## src/rtl/counter_updown_mod_if.sv

```systemverilog
// Control/status bundle for counter_updown_mod: step controls and load in, count and wrap out.
interface counter_updown_mod_if #(
  parameter int WIDTH = 8
);
  logic             enable;
  logic             up_down;
  logic             load;
  logic [WIDTH-1:0] load_value;
  logic [WIDTH-1:0] counter;
  logic             wrap;

  modport master (
    output enable, up_down, load, load_value,
    input  counter, wrap
  );

  modport slave (
    input  enable, up_down, load, load_value,
    output counter, wrap
  );
endinterface

```

## src/rtl/counter_updown_mod.sv

```systemverilog
// Up/down modulo counter with prescaled enable, synchronous clamped load and a registered wrap pulse.
// Build option COUNTER_SATURATE_EN: counter holds at the range ends and wrap flags each blocked step.
module counter_updown_mod #(
  parameter int WIDTH    = 8,
  parameter int MODULUS  = 256,
  parameter int PRESCALE = 1
) (
  input  logic              clock_i,
  input  logic              reset_i,
  counter_updown_mod_if.slave bus
);
  localparam int               PS_W    = (PRESCALE > 1) ? $clog2(PRESCALE) : 1;
  localparam logic [WIDTH-1:0] CNT_MAX = WIDTH'(MODULUS - 1);
  localparam logic [PS_W-1:0]  PS_LAST = PS_W'(PRESCALE - 1);

  logic [WIDTH-1:0] count_q, count_d;
  logic [PS_W-1:0]  ps_q, ps_d;
  logic             wrap_q, wrap_d;
  logic             step;

  always_comb begin
    count_d = count_q;
    ps_d    = ps_q;
    wrap_d  = 1'b0;
    step    = 1'b0;
    if (bus.load) begin
      count_d = (bus.load_value > CNT_MAX) ? CNT_MAX : bus.load_value;
      ps_d    = '0;
    end else if (bus.enable) begin
      step = (ps_q == PS_LAST);
      ps_d = step ? '0 : ps_q + PS_W'(1);
      if (step) begin
        // Range ends are compared explicitly so a non-power-of-two MODULUS wraps correctly.
        if (bus.up_down) begin
          if (count_q == CNT_MAX) begin
            wrap_d = 1'b1;
`ifdef COUNTER_SATURATE_EN
            count_d = count_q;
`else
            count_d = '0;
`endif
          end else begin
            count_d = count_q + WIDTH'(1);
          end
        end else begin
          if (count_q == '0) begin
            wrap_d = 1'b1;
`ifdef COUNTER_SATURATE_EN
            count_d = count_q;
`else
            count_d = CNT_MAX;
`endif
          end else begin
            count_d = count_q - WIDTH'(1);
          end
        end
      end
    end
  end

  always_ff @(posedge clock_i) begin
    if (reset_i) begin
      count_q <= '0;
      ps_q    <= '0;
      wrap_q  <= 1'b0;
    end else begin
      count_q <= count_d;
      ps_q    <= ps_d;
      wrap_q  <= wrap_d;
    end
  end

  assign bus.counter = count_q;
  assign bus.wrap    = wrap_q;
endmodule

```

## src/flat_wrapper.sv

```systemverilog
// flat-port wrapper written by rule: the top's interface ports become plain ports
module counter_updown_mod_flat 
#(
  parameter int WIDTH    = 8,
  parameter int MODULUS  = 256,
  parameter int PRESCALE = 1
)
  (clock_i, reset_i, bus_enable, bus_up_down, bus_load, bus_load_value, bus_counter, bus_wrap);
  counter_updown_mod_if #(.WIDTH(WIDTH)) bus_i ();
  input  logic clock_i;
  input  logic reset_i;
  input wire logic [$bits(bus_i.enable)-1:0] bus_enable;
  input wire logic [$bits(bus_i.up_down)-1:0] bus_up_down;
  input wire logic [$bits(bus_i.load)-1:0] bus_load;
  input wire logic [$bits(bus_i.load_value)-1:0] bus_load_value;
  output wire logic [$bits(bus_i.counter)-1:0] bus_counter;
  output wire logic [$bits(bus_i.wrap)-1:0] bus_wrap;
  assign bus_i.enable = bus_enable;
  assign bus_i.up_down = bus_up_down;
  assign bus_i.load = bus_load;
  assign bus_i.load_value = bus_load_value;
  assign bus_counter = bus_i.counter;
  assign bus_wrap = bus_i.wrap;
  counter_updown_mod #(.WIDTH(WIDTH), .MODULUS(MODULUS), .PRESCALE(PRESCALE)) u_core (.clock_i(clock_i), .reset_i(reset_i), .bus(bus_i));
endmodule
```

## config.mk

```make
export PLATFORM = sky130hd
export DESIGN_NAME = counter_updown_mod_flat
export DESIGN_NICKNAME = d
export VERILOG_FILES = /design/src/rtl/counter_updown_mod_if.sv /design/src/rtl/counter_updown_mod.sv /design/src/flat_wrapper.sv
export SDC_FILE = /design/constraint.sdc
export NUM_CORES = 1
export LEC_CHECK = 0
export CORE_AREA = 10 10 52 54
export DETAILED_ROUTE_END_ITERATION = 7
export DIE_AREA = 0 0 62 64
export GPL_ROUTABILITY_DRIVEN = 0
export PLACE_DENSITY = 0.82
export SYNTH_ARGS = -nofsm -noshare
export SYNTH_HDL_FRONTEND = slang
export SYNTH_SLANG_ARGS = --single-unit
```

## constraint.sdc

```tcl
create_clock -name clock_i -period 3 [get_ports clock_i]
set_input_delay 0.6 -clock clock_i [delete_from_list [all_inputs] [get_ports clock_i]]
set_output_delay 0.6 -clock clock_i [all_outputs]
set_load 0.1 [all_outputs]
```

==> flow_summary.yaml, run 1 <==
outcome:
  status: "finished clean"
timing:
  setup_viol_count_final: 0
  rsz0062_at_grt: "no"
  hold_viol_final: 0
  finalCriticalPeriod_ns: 2.39
  relSlewSlack_pct: 70.0
  drv_slew: 0
  fmax_ghz: 0.418
  finalCritPeriodShare_pct: 79.7
  hold_ws_ns: 0.582
  worstMarginPinSlew_ns: 0.449
  tns_ns: 0
  clock_skew_ns: 0.00398
clock_tree:
  cts_tree: "built"
  cts.htree.levels: 1
  cts_resized: 0
  cts-buffers-inserted: 3
  clk-insertion-delay-late_ns: 0.26
  clock_sinks: 9
  hold_buffers: 0
  cts_root_buffer: "clkbuf_4"
  clock_path_buffers: 2
  post-cts-setup-buffers: 0
  clkTransAtPathRegs_ns: 0.06
power:
  ir_worst_vdd_uv: 271
  power_density_nw_per_um2: 438
  p_leak_nw: 0.375
drt:
  dr.pass1.iters: 4
  wl_per_cell_um: 14.4
  finalWirelength_um: 2040
  drt_iter0_markers: 34
  drc_errors: 0
  dr_total_vias: 839
  vias_per_cell: 5.91
  antenna_left: 0
global_routing:
  grt_antenna_before_repair: 0
  grt_max_degree: 15
  first_global_vias: 781
  grt.total_usage_pct: 10.4
  grt_first_pass_wirelength_um: 3370
  grt_overflow: 0
setup_path:
  critical_path_class: "input pin to register"
  cp_top_family: "simple AND/OR/NAND/NOR gates"
  rrSetupSlack_ns: 0.82
  slowest_delay_ns: 0.64
  crit_chain: "clkdlybuf4s50_1 -> or4_4 -> or4_1 -> nand2_1 -> nand3_1 -> a221oi_1"
  arrival_ns: 2.56
  crit_slowest_cell: "or4_1"
  r2r_end: "u_core.bus.counter[0]"
  reg2regPathDepth: 5
  critical_path_buf_inv_count: 1
  endpoint_kind: "register"
  required_ns: 3.17
  r2r-start: "u_core.bus.counter[3]"
  cp-start-kind: "input pin"
  crit_fanout: 7
die:
  fp.dieArea_um2: 3970
  die_y_um: 64
  io_pins: 22
  placementRows: 15
  start_util_pct: 42.8
  core_um2: 1710
  die-width_um: 62
place:
  io_buffers: 21
  hpwl_um: 1550
yosys:
  synth_top_cell_by_area: "dfxtp_1"
  synth_edf_count: 0
  synth-seq-area-share_pct: 24.7
  synthesis.area_um2: 731
  synth_cell_type_count: 38
  synthFlopType: "dfxtp_1"
  synth.area.top_cells: "dfxtp_1 (25%), a21oi_1 (5.5%), ha_1 (5.1%), nand3_1 (4.1%), o21ai_0 (4.1%)"
  synthCells: 99
  synth_nets: 115
  async_flop_share_pct: 0
  syn_area_per_cell_um2: 7.38
  yosysWarningCount: 0
  yosys.area.top_type_share_pct: 24.7
  ys_ff_latch: 9
flow_run:
  drv_cap: 0
min_path:
  worstHoldStart: "u_core.bus.counter[4]"
  min_path_type: "register to register"
  hold_path_end: "u_core.bus.counter[4]"
  holdPathStages: 2
layout:
  final_cell_mix: "clkdlybuf4s50_1 (12), buf_4 (10), dfxtp_1 (9), a21oi_1 (8), nand2_1 (8)"
  final_common_cell: "clkdlybuf4s50_1"
  antennaDiodeCount: 0
  nFillCells: 169
  nNetsFinal: 134
  syn2layout_area_growth_pct: 28.8
  layout-drive-gt1-share_pct: 12.0
## worst max path at each step
| stage | slack [ns] | end | from | depth (start not counted) |
|---|---|---|---|---|
| floorplan | 0.49 | u_core.bus.counter[2] | u_core.bus.counter[3] | 7 |
| detailed placement | 0.37 | u_core.bus.counter[2] | bus_up_down | 6 |
| global route | 0.50 | u_core.bus.counter[2] | bus_up_down | 6 |
| finish | 0.61 | u_core.bus.counter[0] | bus_up_down | 6 |
| global placement | 0.39 | u_core.bus.counter[2] | bus_up_down | 6 |
| CTS | 0.62 | u_core.bus.counter[0] | bus_up_down | 6 |
## cell usage after synthesis (2+ instances only)
cell      n
dfxtp_1   9
nor4_1    2
nor3_1    4
a21oi_1   8
inv_1     7
o22ai_1   3
clkbuf_1  3
nor2_1    6
ha_1      3
nand3_1   6
o21ai_0   6
buf_2     3
nand2_1   8
xnor2_1   2
a311oi_1  2
nand4_1   2
o21a_1    2
nor4b_1   2
xor2_1    2
## cell families (layout without fill, tap and decap cells)
| group | count (synthesis) | count (layout) | share of synthesized area, % |
|---|---|---|---|
| AO/OA/AOI/OAI | 32 | 32 | 29.5 |
| XOR/XNOR | 4 | 4 | 4.80 |
| adder cells (fa/ha/maj) | 3 | 3 | 5.14 |
| buffers and inverters | 15 | 33 | 9.42 |
| flip-flops | 9 | 9 | 24.7 |
| multiplexers | 1 | 1 | 1.37 |
| AND/OR/NAND/NOR | 35 | 35 | 25.2 |
## area by class of cell
type                       count  area (um^2)  area share (%)
tap                           25         31.3            3.32
clock buffer                   4         26.3            2.79
inverter                       7         26.3            2.79
multi-input combinational     75          482            51.2
timing repair buffer          22          195            20.7
sequential                     9          180            19.1
## power breakdown
group          switching [mW]  internal (mW)
logic                   0.111         0.0578
registers              0.0207          0.128
clock network          0.0428         0.0513
## sequential cells by signal, summed over array words and instances (netlist names)
name,count
u_core.bus.counter,8
u_core.bus.wrap,1
## per-stage QoR
| stage | std cells | setup slack, ns | total power, mW | area (um^2) | util (%) |
|---|---|---|---|---|---|
| 2_1_floorplan | 99 | 0.485 | 0.276 | 731 | - |
| 3_3_place_gp | 138 | 0.393 | 0.318 | 915 | 53.6 |
| 3_5_place_dp | 138 | 0.370 | 0.320 | 915 | 53.6 |
| 4_1_cts | 142 | 0.619 | 0.417 | 941 | 55.1 |
| 5_1_grt | 142 | 0.495 | 0.439 | 941 | 55.1 |
| 6_report | 142 | 0.609 | 0.412 | 941 | 55.1 |
## worst register-to-register path, stage by stage, from the launching register on
cell and delay [ns]:
dfxtp_1 0.40, or4_4 0.59, or4_1 0.64, nand2_1 0.12, nand3_1 0.08, a221oi_1 0.25
## layer usage
metal | vias up | wire length [um] | share of wire, % | global-route usage [%]
li1 | 410 | - | - | -
met1 | 383 | 867 | 42 | 13.0
met2 | 46 | 974 | 48 | 15.6
met3 | 0 | 202 | 9.9 | 4.74
met4 | 0 | 0 | 0 | 2.23
met5 | - | 0 | 0 | 0
(Power assumes the default switching activity.)
==> run 2, diff against run 1 <==
clock period = 2.5 ns   (was 3 ns; I/O delays follow)
==> run 2 against run 1 <==
  * Setup slack worse by 0.31 ns
  * Register-to-register slack worse by 0.40 ns
  * Power up 23%
  * Critical path depth did not move
  * Largest power group unchanged
==> flow_summary.yaml, run 2 (same netlist as run 1, synthesis figures left out) <==
outcome:
  status: "finished clean"
die:
  placementRows: 15
  io_pins: 22
  die_y_um: 64
  start_util_pct: 42.8
  fp.dieArea_um2: 3970
  core_um2: 1710
  die-width_um: 62
clock_tree:
  cts-buffers-inserted: 3
  post-cts-setup-buffers: 0
  clkTransAtPathRegs_ns: 0.06
  cts_resized: 0
  cts_tree: "built"
  hold_buffers: 0
  cts_root_buffer: "clkbuf_4"
  clk-insertion-delay-late_ns: 0.26
  cts.htree.levels: 1
  clock_sinks: 9
  clock_path_buffers: 2
setup_path:
  r2r-start: "u_core.bus.counter[2]"
  cp-start-kind: "input pin"
  r2r_end: "u_core.bus.counter[0]"
  critical_path_class: "input pin to register"
  endpoint_kind: "register"
  crit_fanout: 3
  arrival_ns: 2.36
  required_ns: 2.65
  reg2regPathDepth: 5
  rrSetupSlack_ns: 0.42
place:
  place_ws_ns: 0.0386
  io_buffers: 21
  hpwl_um: 1820
min_path:
  worstHoldStart: "u_core.bus.counter[4]"
  hold_path_end: "u_core.bus.counter[4]"
  min_path_type: "register to register"
  holdPathStages: 2
timing:
  tns_ns: 0
  rsz0062_at_grt: "no"
  finalCritPeriodShare_pct: 88.0
  worstMarginPinSlew_ns: 0.416
  setup_viol_count_final: 0
  drv_slew: 0
  clock_skew_ns: 0.00445
  fmax_ghz: 0.454
  relSlewSlack_pct: 71.6
  final_critical_path_setup_slack_ns: 0.299
  finalCriticalPeriod_ns: 2.20
  hold_viol_final: 0
drt:
  antenna_left: 0
  drc_errors: 0
  vias_per_cell: 6.02
  wl_per_cell_um: 15.8
  drt_iter0_markers: 61
  dr_total_vias: 885
  dr.pass1.iters: 4
  finalWirelength_um: 2320
global_routing:
  grt_antenna_before_repair: 0
  grt_overflow: 0
  grt_max_degree: 12
  first_global_vias: 842
  grt_first_pass_wirelength_um: 3860
  grt.total_usage_pct: 12.2
power:
  power_density_nw_per_um2: 518
  p_leak_nw: 0.399
  ir_worst_vdd_uv: 484
  finalPower_mw: 0.508
layout:
  multi_input_comb_area_um2: 482
  syn2layout_area_growth_pct: 34.1
  layout-drive-gt1-share_pct: 16.4
  final_cell_mix: "buf_4 (15), clkdlybuf4s50_1 (12), a21oi_1 (8), nand2_1 (8), dfxtp_1 (8)"
  largest_reg_flops: 8
  antennaDiodeCount: 0
  seq_area_um2: 181
  nFillCells: 159
  final_common_cell: "buf_4"
  nNetsFinal: 139
flow_run:
  drv_cap: 0
[run 2: cell count changes in the layout (fill, tap and decap cells not counted)]
cell,before,now
buf_4,10,15
dfxtp_1,9,8
dfxtp_2,0,1
[run 2: routing by layer]
layer,global-route usage (%),vias to the layer above,part of all wire [%]
met3,6.52,7,13
met2,16.9,59,44
met4,3.63,0,1.3
met5,0,-,0
met1,15.8,399,41
li1,-,420,-
[run 2: through the flow]
stage	hold slack (ns)	instances	cell area (um^2)	util (%)
after floorplan	0.569	99	732	-
after global placement	0.569	143	953	55.8
after detailed placement	0.567	143	953	55.8
after CTS	0.578	147	980	57.4
after global routing	0.647	147	980	57.4
final	0.579	147	980	57.4
[run 2: area by class of cell]
class / count / share of cell area, %
Tap cell: 25 / 3.19
Clock buffer: 4 / 2.68
Inverter: 7 / 2.68
Sequential cell: 9 / 18.5
Timing Repair Buffer: 27 / 23.8
Multi-Input combinational cell: 75 / 49.2
[run 2: power breakdown]
part / leakage, nW / internal (mW) / switching [mW]
Clock: 0.0150 / 0.0615 / 0.0511
Sequential: 0.0747 / 0.155 / 0.0264
Combinational: 0.309 / 0.0759 / 0.138
Total: 0.399 / 0.292 / 0.216
[run 2: worst max path at each step]
| stage | slack [ns] | cells after the start | end | start |
|---|---|---|---|---|
| after floorplan | 0.006 | 7 | u_core.bus.counter[2] | u_core.bus.counter[2] |
| after global placement | 0.14 | 6 | u_core.bus.counter[5] | bus_up_down |
| after global routing | 0.22 | 6 | u_core.bus.counter[0] | bus_up_down |
| after detailed placement | 0.04 | 6 | u_core.bus.counter[0] | bus_up_down |
| after CTS | 0.31 | 6 | u_core.bus.counter[0] | bus_up_down |
| final | 0.30 | 6 | u_core.bus.counter[0] | bus_up_down |
[run 2: critical path, stage by stage]
cell and delay [ns]:
clkdlybuf4s50_1 0.42, or4_4 0.42, or4_1 0.54, nand2_1 0.10, nand3_1 0.08, a221oi_1 0.30
